==> src/rtl/vending_input_conditioner.sv <==
// Conditions the coin sensor and two product buttons for vending_controller:
// each input is synchronized and debounced, then turned into one-cycle, mutually exclusive pulses.
module vending_input_conditioner #(
    parameter int DEBOUNCE_CYCLES = 4,
    parameter int JAM_CYCLES      = 64
) (
    input  logic clk,
    input  logic reset,
    input  logic coin_raw,
    input  logic btn1_raw,
    input  logic btn2_raw,
    output logic quarter_in,
    output logic select1,
    output logic select2,
    output logic jam
);
    localparam int CW = 4;

    // Channel index: 0 = coin, 1 = product 1, 2 = product 2.
    logic [2:0]    raw;
    logic [2:0]    sync1;
    logic [2:0]    sync2;
    logic [2:0]    deb;
    logic [2:0]    deb_q;
    logic [2:0]    deb_next;
    logic [2:0]    rise;
    logic [CW-1:0] cnt      [3];
    logic [CW-1:0] cnt_next [3];

    logic       pend1;
    logic       pend2;
    logic       pend1_next;
    logic       pend2_next;
    logic       q_next;
    logic       s1_next;
    logic       s2_next;
    logic       jam_next;
    logic       coin_req;
    logic       s1_elig;
    logic       s2_elig;
    logic [7:0] jam_cnt;
    logic [7:0] jam_cnt_next;

    assign raw = {btn2_raw, btn1_raw, coin_raw};

    // The counter "reaching" DEBOUNCE_CYCLES is the edge where it would step
    // past DEBOUNCE_CYCLES-1; the level flips and the counter clears instead.
    always_comb begin
        for (int i = 0; i < 3; i++) begin
            deb_next[i] = deb[i];
            cnt_next[i] = '0;
            if (sync2[i] != deb[i]) begin
                if (cnt[i] == CW'(DEBOUNCE_CYCLES - 1)) begin
                    deb_next[i] = ~deb[i];
                end else begin
                    cnt_next[i] = cnt[i] + 1'b1;
                end
            end
        end
    end

    assign rise     = deb & ~deb_q;
    assign coin_req = rise[0] & ~jam;
    assign s1_elig  = rise[1] | pend1;
    assign s2_elig  = rise[2] | pend2;

    always_comb begin
        q_next     = coin_req;
        s1_next    = 1'b0;
        s2_next    = 1'b0;
        pend1_next = 1'b0;
        pend2_next = 1'b0;
        if (s1_elig && s2_elig) begin
            // Ambiguous double selection: drop both, including any pending ones.
            q_next = coin_req;
        end else if (coin_req) begin
            pend1_next = s1_elig;
            pend2_next = s2_elig;
        end else begin
            s1_next = s1_elig;
            s2_next = s2_elig;
        end
    end

    always_comb begin
        jam_cnt_next = '0;
        if (deb[0]) begin
            jam_cnt_next = (jam_cnt == 8'hFF) ? jam_cnt : jam_cnt + 8'd1;
        end
        jam_next = deb_next[0] & (jam | (jam_cnt_next == 8'(JAM_CYCLES)));
    end

    always_ff @(posedge clk or posedge reset) begin
        if (reset) begin
            sync1      <= '0;
            sync2      <= '0;
            deb        <= '0;
            deb_q      <= '0;
            for (int i = 0; i < 3; i++) begin
                cnt[i] <= '0;
            end
            pend1      <= 1'b0;
            pend2      <= 1'b0;
            quarter_in <= 1'b0;
            select1    <= 1'b0;
            select2    <= 1'b0;
            jam_cnt    <= '0;
            jam        <= 1'b0;
        end else begin
            sync1      <= raw;
            sync2      <= sync1;
            deb        <= deb_next;
            deb_q      <= deb;
            for (int i = 0; i < 3; i++) begin
                cnt[i] <= cnt_next[i];
            end
            pend1      <= pend1_next;
            pend2      <= pend2_next;
            quarter_in <= q_next;
            select1    <= s1_next;
            select2    <= s2_next;
            jam_cnt    <= jam_cnt_next;
            jam        <= jam_next;
        end
    end

endmodule
==> config.mk <==
export PLATFORM = sky130hd
export DESIGN_NAME = vending_input_conditioner
export DESIGN_NICKNAME = d
export VERILOG_FILES = /design/src/rtl/vending_input_conditioner.sv
export SDC_FILE = /design/constraint.sdc
export NUM_CORES = 1
export LEC_CHECK = 0
export BUFFER_PORTS_ARGS = -buffer_cell sky130_fd_sc_hd__buf_2
export CAP_MARGIN = 20
export CORE_MARGIN = 8
export CORE_UTILIZATION = 50
export DETAILED_ROUTE_END_ITERATION = 7
export HOLD_SLACK_MARGIN = 0.02
export PLACE_DENSITY = 0.67
export SETUP_SLACK_MARGIN = 0.05
export SYNTH_ARGS = -nofsm -noshare
export SYNTH_HDL_FRONTEND = slang
export SYNTH_SLANG_ARGS = --single-unit
==> constraint.sdc <==
create_clock -name clk -period 3.17 [get_ports clk]
set_input_delay 0 -clock clk [delete_from_list [all_inputs] [get_ports clk]]
set_output_delay 0 -clock clk [all_outputs]
set_load 0.02 [all_outputs]
==> impl_metrics.yaml <==
die:
  die_w_um: 71.9
  io-pin-count: 9
  initial_core_util: 0.520
  num_rows: 20
  dieHeight_um: 71.9
  floorplan.die_area_um2: 5170
  core_area_um2: 3000
sta:
  finalClockSkew_ns: 0.00533
  relSlewSlack: 0.767
  max_slew.worst_pin.slew_ns: 0.347
  finalSetupViolations: 0
  grt_setup_unrepaired: "false"
  fin_setup_tns_ns: 0
  finalCritPeriodShare: 0.534
  clock.fmax_ghz: 0.591
  layout_min_cycle_time_ns: 1.69
  number_of_endpoints_with_negative_hold_slack_in_the_final_report: 0
  finalMaxSlewViolations: 0
clock_network:
  root_buffer_selected_by_cts: "clkbuf_4"
  postCtsHoldBufs: 4
  cts_made_buffers: 5
  cts.reportedPaths.clkPinSlew_ns: 0.11
  worst_skew_pair.late_latency_ns: 0.34
  post-cts-setup-buffer-count: 0
  postCtsResizedCells: 0
  clkSinkCount: 38
  cts_buffer_depth: 2
  cts_tree: "built"
  cts-htree-levels: 2
yosys:
  synth_sequential_area_ratio: 0.609
  synth_edf_count: 0
  total_of_warnings_raised_by_yosys: 0
  avgSynthCellArea_um2: 12.3
  postSynth.asyncResetShare: 1.00
  dominantRegCellSynth: "dfrtp_1"
  postSynthCellCount: 127
  netlist_area_um2: 1560
  ys_types: 35
  syn-num-nets: 136
  postSynthRegisterBits: 38
drt:
  totalWireLength_um: 2360
  drcViolationCount: 0
  initialDrtViolationCount: 24
  drt-vias-per-instance: 5.43
  routed-via-count: 977
  post_drt_wl_per_cell_um: 13.1
  route.antenna.remaining_nets: 0
  drt_first_pass_iters: 4
grt:
  antenna_found_initial: 0
  grtUsageTotal: 0.102
  grt_pass1_wl_um: 4060
  grt-ovfl-total: 0
  via_count_of_the_first_global_routing_pass: 949
  pin_count_of_the_biggest_net_entering_global_routing: 29
finish:
  count_of_non_filler_cells_in_the_finished_layout: 180
  most-common-layout-cells: "38 x dfrtp_1, 11 x nor2_1, 8 x buf_2"
  diodes: 0
  flow.area_growth_from_synthesis_pct: 13.9
  leading_cell_type_in_the_layout_fill_and_taps_excluded: "dfrtp_1"
  finalNetCount: 155
  drive_gt1_frac: 0.190
run_status:
  status: "complete, no violations"
setup_path:
  worstSetupPathType: "flop to flop"
  cpMaxStageDelayCell: "dfrtp_1"
  timing.critical_path.buf_inv: 0
  critical_path.max_fanout: 7
  critPathArrivalTime_ns: 1.95
  timing.critical_path.max_delay_family: "flip-flops"
  critical_path.max_stage_delay_ns: 0.39
  critical_path.startpoint_type: "flop"
  cp_cell_sequence: "ha_1, nand3_1, nor2_2, xor2_1, o2111ai_1, o31ai_2"
  critical_path.endpoint_type: "flop"
  critical_path_rt_ns: 3.43
flow_run:
  maxCapViolations: 0
min_path:
  timing.hold.worst.class: "primary input to asynchronous set/reset pin"
power:
  leakagePower_nw: 0.844
  irDropWorstVdd_uv: 358
  totalPowerFinal_mw: 1.28
  powerDensity_nw_per_um2: 722
placed_design:
  io_buffer_count: 8
  place.detailed.instances: 167
  dp.final_hpwl_um: 1680
  globalplace.congestion: 0.912
## Yosys cell counts, types with 2 or more instances
library cell	instances	area share
a21oi_1	6	0.019
a31oi_1	2	0.0080
and3_1	2	0.0080
buf_4	2	0.0096
dfrtp_1	38	0.61
ha_1	4	0.032
inv_1	4	0.0096
mux2_2	3	0.022
mux2i_1	2	0.013
nand2_1	3	0.0072
nand2b_1	3	0.012
nand3_1	5	0.016
nand3b_1	3	0.014
nor2_1	11	0.026
nor2_2	2	0.0080
nor2b_1	5	0.020
nor3_1	3	0.0096
nor3b_1	2	0.0096
o2111ai_1	2	0.011
o21ai_0	2	0.0064
or3_1	2	0.0080
xnor2_1	4	0.022
xor2_1	5	0.028
## path summary, 6_finish.rpt
kind	from	to	slack, ns	depth (start not counted)
setup / recovery	jam_cnt[0]	jam	1.48	6
hold / removal	reset	cnt[6]	0.13	3
setup reg to reg	jam_cnt[0]	jam	1.48	6
hold reg to reg	sync1[1]	sync2[1]	0.36	0
max in group asynchronous	reset	jam_cnt[1]	2.42	5
min in group clk	btn1_raw	sync1[1]	0.29	2
## where the power goes
part / leakage [nW] / total, mW / internal (mW) / switching [mW]
clock: 0.0395 / 0.318 / 0.167 / 0.151
combinational: 0.310 / 0.304 / 0.135 / 0.169
sequential: 0.494 / 0.662 / 0.590 / 0.0722
total: 0.844 / 1.28 / 0.892 / 0.392
## sequential cells by signal, indices dropped and copies added, names as in the netlist, 3 cells and up
register / cells
cnt: 12
jam_cnt: 8
deb: 3
sync2: 3
deb_q: 3
sync1: 3
## worst min-delay path: cells and delay by family
| family | cells | cell delay, ns |
|---|---|---|
| buffers and inverters | 3 | 0.88 |
## final cells by class
class,count,area [um2]
Clock buffer,7,45.0
Fill cell,242,1220
Clock inverter,1,30.0
Inverter,5,18.8
Tap cell,33,41.3
Sequential cell,38,951
Timing Repair Buffer,14,115
Multi-Input combinational cell,82,577
## layer usage
metal	vias up	global-route usage	wire length [um]
met5	-	0	0
met2	15	0.151	1110
met1	477	0.117	1090
li1	480	-	-
met3	5	0.0377	119
met4	0	0.0748	36
## logic make-up after synthesis
group                    synth area share
AO/OA/AOI/OAI                      0.0721
XOR/XNOR                           0.0505
adder cells (fa/ha/maj)            0.0321
buffers and inverters              0.0216
flip-flops                          0.609
multiplexers                       0.0345
AND/OR/NAND/NOR                     0.180
## per-stage QoR
stage           util  hold slack [ns]  setup slack, ns  area (um2)
3_3_place_gp   0.545            0.108             1.57        1640
4_1_cts        0.583            0.274             1.51        1750
5_1_grt        0.592            0.161             1.35        1780
6_report       0.592            0.130             1.48        1780
3_5_place_dp   0.545            0.110             1.53        1640
2_1_floorplan      -           0.0314             1.59        1560
Power figures use the tool's default switching activity.
